--- src/rtl/fdiv_seq_if.sv ---
// fdiv_seq_if: request/response bundle of the sequential divider.
// master issues operands, slave returns busy/done/result/flags.
interface fdiv_seq_if;
    logic        start;
    logic [31:0] op_a;
    logic [31:0] op_b;
    logic        round_mode;
    logic        mode_fp;
    logic        busy;
    logic        done;
    logic [31:0] result;
    logic [4:0]  flags;

    modport master (
        output start, op_a, op_b, round_mode, mode_fp,
        input  busy, done, result, flags
    );

    modport slave (
        input  start, op_a, op_b, round_mode, mode_fp,
        output busy, done, result, flags
    );
endinterface

--- src/rtl/fdiv_seq.sv ---
// fdiv_seq: fixed-latency restoring divider for binary32 / binary16.
// Define FDIV_RADIX4_EN to retire two quotient bits per DIV cycle.
module fdiv_seq (
    input  logic      clk,
    input  logic      rst_n,
    fdiv_seq_if.slave bus
);

`ifdef FDIV_RADIX4_EN
    localparam int unsigned N = 14;
`else
    localparam int unsigned N = 27;
`endif
    localparam logic [4:0] NLAST = 5'(N - 1);

    typedef enum logic [2:0] {
        IDLE, PREP, DIV, NORM, ROUND, DONE
    } state_t;

    state_t      state;
    logic [31:0] a_r, b_r;
    logic        rm_r, fp_r;
    logic [4:0]  cnt;
    logic [25:0] rem;
    logic [23:0] dvs;
    logic [27:0] q;
    logic [10:0] ex;
    logic        sgn;
    logic        spc;
    logic [31:0] spc_res;
    logic [4:0]  spc_flg;
    logic        busy_r, done_r;
    logic [31:0] res_r;
    logic [4:0]  flg_r;

    assign bus.busy   = busy_r;
    assign bus.done   = done_r;
    assign bus.result = res_r;
    assign bus.flags  = flg_r;

    function automatic logic [26:0] step(
        input logic [25:0] rm,
        input logic [23:0] d
    );
        logic        ge;
        logic [25:0] nr;
        ge = rm >= {2'b0, d};
        nr = (ge ? rm - {2'b0, d} : rm) << 1;
        return {ge, nr};
    endfunction

    // binary16 fields are widened to the binary32 layout
    logic        sa, sb;
    logic [7:0]  ea, eb, etop;
    logic [22:0] fa, fb;

    always_comb begin
        if (fp_r) begin
            sa   = a_r[31];
            ea   = a_r[30:23];
            fa   = a_r[22:0];
            sb   = b_r[31];
            eb   = b_r[30:23];
            fb   = b_r[22:0];
            etop = 8'hFF;
        end else begin
            sa   = a_r[15];
            ea   = {3'b0, a_r[14:10]};
            fa   = {a_r[9:0], 13'b0};
            sb   = b_r[15];
            eb   = {3'b0, b_r[14:10]};
            fb   = {b_r[9:0], 13'b0};
            etop = 8'h1F;
        end
    end

    logic        zero_a, zero_b, inf_a, inf_b, nan_a, nan_b;
    logic [23:0] ma, mb;
    logic [10:0] exp_p;
    logic        sgn_p;
    logic [31:0] sgn_w, inf_w, nan_w;

    assign zero_a = ea == 8'd0;
    assign zero_b = eb == 8'd0;
    assign inf_a  = ea == etop && fa == 23'd0;
    assign inf_b  = eb == etop && fb == 23'd0;
    assign nan_a  = ea == etop && fa != 23'd0;
    assign nan_b  = eb == etop && fb != 23'd0;
    assign ma     = zero_a ? 24'd0 : {1'b1, fa};
    assign mb     = zero_b ? 24'd0 : {1'b1, fb};
    assign exp_p  = {3'b0, ea} - {3'b0, eb}
                  + (fp_r ? 11'd127 : 11'd15);
    assign sgn_p  = sa ^ sb;
    assign sgn_w  = fp_r ? {sgn_p, 31'b0} : {16'b0, sgn_p, 15'b0};
    assign inf_w  = fp_r ? 32'h7F80_0000 : 32'h0000_7C00;
    assign nan_w  = fp_r ? 32'h7FC0_0000 : 32'h0000_7E00;

    logic        spc_p;
    logic [31:0] spc_res_p;
    logic [4:0]  spc_flg_p;

    always_comb begin
        spc_p     = 1'b1;
        spc_res_p = nan_w;
        spc_flg_p = 5'b10000;
        if (nan_a || nan_b || (inf_a && inf_b)
            || (zero_a && zero_b)) begin
            spc_p = 1'b1;
        end else if (inf_a) begin
            spc_res_p = sgn_w | inf_w;
            spc_flg_p = 5'b00000;
        end else if (inf_b) begin
            spc_res_p = sgn_w;
            spc_flg_p = 5'b00000;
        end else if (zero_b) begin
            spc_res_p = sgn_w | inf_w;
            spc_flg_p = 5'b00010;
        end else if (zero_a) begin
            spc_res_p = sgn_w;
            spc_flg_p = 5'b00000;
        end else begin
            spc_p     = 1'b0;
            spc_res_p = 32'd0;
            spc_flg_p = 5'b00000;
        end
    end

    logic [26:0] st1;
    assign st1 = step(rem, dvs);
`ifdef FDIV_RADIX4_EN
    logic [26:0] st2;
    assign st2 = step(st1[25:0], dvs);
`else
    logic [26:0] st0;
    assign st0 = step({2'b0, ma}, mb);
`endif

    logic [23:0] sig;
    logic        g, r, s, inc, cy, ovf, unf;
    logic [24:0] sum;
    logic [10:0] e_rnd;
    logic [31:0] rsgn, packed_w, fin_res;
    logic [4:0]  fin_flg;

    // round directly at the target width: no double rounding in binary16
    always_comb begin
        if (fp_r) begin
            sig = q[27:4];
            g   = q[3];
            r   = q[2];
            s   = (|q[1:0]) | (rem != 26'd0);
        end else begin
            sig = {13'b0, q[27:17]};
            g   = q[16];
            r   = q[15];
            s   = (|q[14:0]) | (rem != 26'd0);
        end
        inc   = rm_r & g & (r | s | sig[0]);
        sum   = {1'b0, sig} + {24'b0, inc};
        cy    = fp_r ? sum[24] : sum[11];
        e_rnd = ex + {10'b0, cy};
        ovf   = !e_rnd[10] && e_rnd >= (fp_r ? 11'd255 : 11'd31);
        unf   = e_rnd[10] || e_rnd == 11'd0;
        rsgn  = fp_r ? {sgn, 31'b0} : {16'b0, sgn, 15'b0};
        if (fp_r)
            packed_w = rsgn
                     | ((32'(e_rnd) << 23) & 32'h7F80_0000)
                     | (32'(sum) & 32'h007F_FFFF);
        else
            packed_w = rsgn
                     | ((32'(e_rnd) << 10) & 32'h0000_7C00)
                     | (32'(sum) & 32'h0000_03FF);
        if (spc) begin
            fin_res = spc_res;
            fin_flg = spc_flg;
        end else if (ovf) begin
            fin_res = rsgn | (fp_r ? 32'h7F80_0000 : 32'h0000_7C00);
            fin_flg = 5'b01001;
        end else if (unf) begin
            fin_res = rsgn;
            fin_flg = 5'b00101;
        end else begin
            fin_res = packed_w;
            fin_flg = {4'b0, g | r | s};
        end
    end

    always_ff @(posedge clk or negedge rst_n) begin
        if (!rst_n) begin
            state   <= IDLE;
            a_r     <= '0;
            b_r     <= '0;
            rm_r    <= 1'b0;
            fp_r    <= 1'b0;
            cnt     <= '0;
            rem     <= '0;
            dvs     <= '0;
            q       <= '0;
            ex      <= '0;
            sgn     <= 1'b0;
            spc     <= 1'b0;
            spc_res <= '0;
            spc_flg <= '0;
            busy_r  <= 1'b0;
            done_r  <= 1'b0;
            res_r   <= '0;
            flg_r   <= '0;
        end else begin
            unique case (state)
                IDLE, DONE: begin
                    done_r <= 1'b0;
                    if (bus.start) begin
                        a_r    <= bus.op_a;
                        b_r    <= bus.op_b;
                        rm_r   <= bus.round_mode;
                        fp_r   <= bus.mode_fp;
                        busy_r <= 1'b1;
                        state  <= PREP;
                    end else begin
                        state  <= IDLE;
                    end
                end
                PREP: begin
                    sgn     <= sgn_p;
                    ex      <= exp_p;
                    dvs     <= mb;
                    spc     <= spc_p;
                    spc_res <= spc_res_p;
                    spc_flg <= spc_flg_p;
                    cnt     <= '0;
`ifdef FDIV_RADIX4_EN
                    rem     <= {2'b0, ma};
                    q       <= '0;
`else
                    // priming step: integer quotient bit
                    rem     <= st0[25:0];
                    q       <= {27'b0, st0[26]};
`endif
                    state   <= DIV;
                end
                DIV: begin
`ifdef FDIV_RADIX4_EN
                    q   <= {q[25:0], st1[26], st2[26]};
                    rem <= st2[25:0];
`else
                    q   <= {q[26:0], st1[26]};
                    rem <= st1[25:0];
`endif
                    cnt <= cnt + 5'd1;
                    if (cnt == NLAST)
                        state <= NORM;
                end
                NORM: begin
                    if (!q[27]) begin
                        q  <= {q[26:0], 1'b0};
                        ex <= ex - 11'd1;
                    end
                    state <= ROUND;
                end
                ROUND: begin
                    res_r  <= fin_res;
                    flg_r  <= fin_flg;
                    busy_r <= 1'b0;
                    done_r <= 1'b1;
                    state  <= DONE;
                end
                default: state <= IDLE;
            endcase
        end
    end

endmodule

--- src/flat_wrapper.sv ---
// flat-port wrapper written by rule: the top's interface ports become plain ports
module fdiv_seq_flat 
  (clk, rst_n, bus_start, bus_op_a, bus_op_b, bus_round_mode, bus_mode_fp, bus_busy, bus_done, bus_result, bus_flags);
  fdiv_seq_if bus_i ();
  input  logic clk;
  input  logic rst_n;
  input wire logic [$bits(bus_i.start)-1:0] bus_start;
  input wire logic [$bits(bus_i.op_a)-1:0] bus_op_a;
  input wire logic [$bits(bus_i.op_b)-1:0] bus_op_b;
  input wire logic [$bits(bus_i.round_mode)-1:0] bus_round_mode;
  input wire logic [$bits(bus_i.mode_fp)-1:0] bus_mode_fp;
  output wire logic [$bits(bus_i.busy)-1:0] bus_busy;
  output wire logic [$bits(bus_i.done)-1:0] bus_done;
  output wire logic [$bits(bus_i.result)-1:0] bus_result;
  output wire logic [$bits(bus_i.flags)-1:0] bus_flags;
  assign bus_i.start = bus_start;
  assign bus_i.op_a = bus_op_a;
  assign bus_i.op_b = bus_op_b;
  assign bus_i.round_mode = bus_round_mode;
  assign bus_i.mode_fp = bus_mode_fp;
  assign bus_busy = bus_i.busy;
  assign bus_done = bus_i.done;
  assign bus_result = bus_i.result;
  assign bus_flags = bus_i.flags;
  fdiv_seq u_core (.clk(clk), .rst_n(rst_n), .bus(bus_i));
endmodule
--- config.mk ---
export PLATFORM = sky130hd
export DESIGN_NAME = fdiv_seq_flat
export DESIGN_NICKNAME = d
export VERILOG_FILES = /design/src/rtl/fdiv_seq_if.sv /design/src/rtl/fdiv_seq.sv /design/src/flat_wrapper.sv
export SDC_FILE = /design/constraint.sdc
export NUM_CORES = 1
export LEC_CHECK = 0
export ABC_AREA = 1
export CORE_ASPECT_RATIO = 1.4
export CORE_MARGIN = 10
export CORE_UTILIZATION = 65
export CTS_CLUSTER_SIZE = 28
export DETAILED_ROUTE_END_ITERATION = 8
export HOLD_SLACK_MARGIN = 0.03
export PLACE_DENSITY = 0.87
export SLEW_MARGIN = 0
export SYNTH_ARGS = -nofsm -noshare
export SYNTH_HDL_FRONTEND = slang
export SYNTH_SLANG_ARGS = --single-unit
--- constraint.sdc ---
create_clock -name clk -period 8.75 [get_ports clk]
set_clock_uncertainty 0.1 [all_clocks]
set_input_delay 1.3125 -clock clk [delete_from_list [all_inputs] [get_ports clk]]
set_output_delay 1.3125 -clock clk [all_outputs]
set_load 0.05 [all_outputs]
=== Yosys cells after proc, flatten, opt, wreduce, memory -nomap -nowiden ===
Cells that the tools add are included.

* $add $sub $neg: 8
* Order comparisons: 3
* Eq/ne operators: 11
* Multiplexer cells: 55
* Bitwise logic cells: 15
* Reduce and logical (&&, ||, !) cells: 32

{| class="wikitable"
|+ Operators by type and width
! kind !! count
|-
| $mux 32 || 11
|-
| $pmux 28 s3 || 1
|-
| $mux 24 || 3
|-
| $or 32x31->32 || 2
|-
| $mux 31 || 2
|-
| $pmux 26 s2 || 1
|-
| $mux 25 || 2
|-
| $logic_not 23->1 || 2
|-
| $mux 23 || 2
|-
| $reduce_bool 23->1 || 2
|-
| $mux 8 || 4
|-
| $or 32x10->32 || 1
|-
| $or 32x15->32 || 1
|-
| $or 32x23->32 || 1
|-
| $or 32x32->32 || 1
|-
| $mux 28 || 1
|-
| $ge 26x24->1 || 1
|-
| $reduce_bool 26->1 || 1
|-
| $add 24x1->25 || 1
|-
| $mux 5 || 5
|-
| $sub 24x24->25 || 1
|-
| $sub 25x24->25 || 1
|-
| $ge 24x24->1 || 1
|-
| $pmux 11 s2 || 1
|-
| 35 further kinds || 75
|}

* Bits in registers: 241
* Logic and storage cells: 143

=== Depth between registers and ports, before layout ===
* Depth in word-level cells: 15
* Gate-level depth with buffers: 38

=== Worst setup path after synthesis ===
Ideal clock, no wire load.

* Kind: flip-flop to flip-flop
* From: register u_core.fp_r
* To: register u_core.res_r[17] (netlist: u_core.bus.result[17])
* Setup time: 0.118 ns
* Arrival: 4.292 ns
* Path slack: 4.240 ns
* Cell stages (with the launch flop): 37
* Clock period less this slack: 4.510 ns
* Cells stage by stage: dfrtp_1 buf_6 buf_4 o21ai_2 nand3_2 inv_1 ha_1 inv_1 nor2_2 nand3_4 nor2_4 nand2_2 nor2_2 nand4_1 o31ai_1 ha_1 ha_1 nand3_1 nor2_1 nand2_1 nand2_1 inv_1 ha_1 nand2_1 nor2_1 nand2_1 nor2_1 nand2_1 nand2_1 nand2_1 nand3_1 nand2_2 buf_4 nand3_2 inv_2 nand2_1 nand2_1

* Cells in the longest elaborated chain, start to end: 12
* Elaborated cells between the ends (all ways): 22

{| class="wikitable"
|+ Ends and longest elaborated chain
! element !! line !! text
|-
| from (decl) || fdiv_seq.sv:22 || <nowiki>logic rm_r, fp_r;</nowiki>
|-
| from (signal assigned) || fdiv_seq.sv:216 || <nowiki>fp_r <= bus.mode_fp;</nowiki>
|-
| branches (longest 10 deep; another with $add 24x1->25) || n/a ||
|-
| $mux 32 (*) || fdiv_seq.sv:176 || <nowiki>end else if (ovf) begin</nowiki>
|-
| $mux 32 (*) || fdiv_seq.sv:173 || <nowiki>if (spc) begin</nowiki>
|-
| to (signal assigned) || fdiv_seq.sv:261 || <nowiki>res_r <= fin_res;</nowiki>
|-
| to (decl) || fdiv_seq.sv:33 || <nowiki>logic [31:0] res_r;</nowiki>
|}

Mark *: on every way between the ends.
A chain may end at the register's enable or synchronous reset.

=== Worst setup path in the final report ===
* From: register u_core.fp_r
* To: register u_core.res_r[0] (netlist: u_core.bus.result[0])

Same word-level chain as after synthesis.

==> reports/qor.txt <==
Status - finished, final reports clean
Final setup fails - 0
Final min period - 6340 ps
Hold buffers post-CTS - 0
Via count - 16700
Post-CTS Setup Bufs - 0
Final worst path period share - 72.5%
Initial antenna violation count - 1
Drt first pass iters - 6
Mapped Nets - 2474
Top FF cell, synth - dfrtp_1
Critical path peak fanout - 77
Port buffer count - 107
Min-Delay Path Class - flip-flop to flip-flop
Crit path launch type - flip-flop
Io pins - 108
H-tree levels - 1
Fin nets - 2540
Total CTS buffers - 22
Max-slew headroom - 20.4%
DP HPWL - 42.5 mm
Via density per instance - 6.13
Post-Synthesis Cells - 2328
Ys async rst share - 100%
Drt drc - 0
Post-synthesis sequential area ratio - 33.1%
Core area - 0.0241 mm2
Skew-Pair Late Insertion Delay - 520 ps
Hold slack - 386 ps
EDFF count, synth - 0
Syn_area_per_cell - 6.86 um2
CP max stage cell - dfrtp_4
Grt ovf - 0
DIE AREA - 0.0313 mm2
Worst-path clk slew - 60 ps
Clk buf depth - 3
Yosys reg bits - 211
Worst-margin pin slew - 1190 ps
Hold Path Cell Cnt - 2
Avg WL per Cell - 20.3 um
Initial Util - 66.4%
Worst path max stage delay - 770 ps
Max-slew violation count - 0
Hold Fails Final Rpt - 0
R2R depth - 35
CTS tree - yes
Placer congestion estimate - 1.05
Routed WL - 55.2 mm
Layout cells sized above 1 - 7.31%
Post-Syn Area - 0.0160 mm2
Final cell count without fillers - 2721
Area growth, synth to finish - 11.9%
Row cnt - 67
Tot GR Track Use - 33.8%
Sink Count - 211
Peak Freq - 158 MHz
Pin count of the biggest net entering global routing - 92
Worst setup EP type - flip-flop
MaxCap Viol Count - 0
Cell variety after synth - 55
Critical path required time - 9040 ps
YS warnings - 0
Die width - 152 um
Most used cell, CP - nand2_1
RSZ-0062 raised after global routing - no
Antenna Nets Post-Route - 0
Resized Gates After CTS - 0
Kind of critical path - flip-flop to flip-flop
PnR worst setup slack - 2410 ps
Pre-CTS setup slack - 2610 ps
Iter 0 DRT Violations - 1531
Setup_tns - 0 ps
Chip Height - 205 um
CP arrival - 6640 ps
Clk root buf - clkbuf_16
Number of placed cells counting well taps - 2680
First-pass GRT wire length - 86.1 mm
Vias in the first global route - 16400
critical path: cells and delay by family (launching register included):
kind	cells	cell delay, ps
and+or+nand+nor	24	2790
adders and majority gates	4	1060
buffers and inverters	4	970
DFF	1	770
AOI/OAI and AO/OA	3	480
per-layer routing:
metal / wire length, um / part of all wire, % / global-route usage (%) / up-vias
li1: - / - / - / 7722
met5: 0 / 0 / 0 / -
met2: 27600 / 50 / 59.9 / 880
met4: 5120 / 9.3 / 27.0 / 0
met1: 18800 / 34 / 35.7 / 7802
met3: 3690 / 6.7 / 4.62 / 279
per-stage QoR:
stage	cell area (um2)	utilization, %
2_1_floorplan	16000	-
3_3_place_gp	17100	71.1
3_5_place_dp	17100	71.1
4_1_cts	17900	74.2
5_1_grt	17900	74.2
6_report	17900	74.3
state kept, by name, summed over array words and instances, names as in the netlist:
signal,flops
u_core.a_r,32
u_core.b_r,32
u_core.bus.busy,1
u_core.bus.done,1
u_core.bus.flags,5
u_core.bus.result,32
u_core.cnt,5
u_core.dvs,24
u_core.ex,11
u_core.fp_r,1
u_core.q,28
u_core.rem,25
u_core.rm_r,1
u_core.sgn,1
u_core.spc,1
u_core.spc_flg,2
u_core.spc_res,6
u_core.state,3
cells in the final DEF (no fill, tap or decap), types with 32 or more instances in the layout:
cell type / count
nand3_1: 185
nand2_1: 683
dfrtp_1: 210
xor2_1: 33
nand4_1: 83
mux2_2: 40
a21oi_1: 107
inv_1: 293
o22ai_1: 32
nor2_1: 205
clkdlybuf4s50_1: 106
o21ai_1: 50
ha_1: 74
o21ai_0: 81
cell usage after synthesis, types with 7 or more instances:
cell type / instances / area [um2]
dfrtp_1: 211 / 5280
o211ai_1: 8 / 60.1
o21ai_0: 81 / 405
buf_6: 11 / 124
nor3_2: 11 / 110
nand4_1: 83 / 519
o21ai_1: 50 / 250
o22ai_1: 32 / 200
mux2_2: 40 / 450
nand2_2: 12 / 75.1
nand3_1: 185 / 926
buf_2: 21 / 105
clkbuf_1: 32 / 120
buf_1: 8 / 30.0
ha_1: 74 / 926
nand2_1: 684 / 2570
xnor2_1: 8 / 70.1
nor2_4: 7 / 78.8
nor3_1: 21 / 105
a21oi_1: 107 / 536
inv_2: 12 / 45.0
xor2_1: 33 / 289
o21ai_2: 11 / 96.3
nand3_2: 7 / 70.1
nor2_1: 206 / 773
nor2_2: 9 / 56.3
inv_1: 293 / 1100
area by class of cell:
cell class	count	area, um2
multi-input combinational	1732	9120
tap	310	388
antenna	3	7.51
fill	1930	6190
timing repair buffer	120	1170
inverter	307	1150
clock inverter	8	101
clock buffer	30	642
sequential	211	5280
kinds of logic (layout without fill, tap and decap cells):
group / Yosys count / count (layout) / synth area share, %
muxes: 40 / 40 / 2.82
adders and majority gates: 77 / 77 / 6.17
buffers and inverters: 385 / 465 / 9.87
xor gates and xnor gates: 41 / 41 / 2.25
AOI/OAI and AO/OA: 320 / 320 / 11.2
and+or+nand+nor: 1254 / 1254 / 34.6
DFF: 211 / 211 / 33.1
other: 0 / 3 / 0
final timing paths:
kind	startpoint	to	slack, ps
worst max-delay path	u_core.fp_r$_DFFE_PN0P_	u_core.bus.result[0]$_DFFE_PN0P_	2410
worst min-delay path	u_core.bus.result[17]$_DFFE_PN0P_	u_core.bus.result[17]$_DFFE_PN0P_	390
worst max register to register	u_core.fp_r$_DFFE_PN0P_	u_core.bus.result[0]$_DFFE_PN0P_	2410
worst min register to register	u_core.bus.result[17]$_DFFE_PN0P_	u_core.bus.result[17]$_DFFE_PN0P_	390
max in group asynchronous	rst_n	u_core.b_r[10]$_DFFE_PN0P_	6230
min in group asynchronous	rst_n	u_core.cnt[1]$_DFFE_PN0P_	750
Power is not shown: default switching activity piles up to over one toggle a cycle in this logic, so the estimate is an artifact.
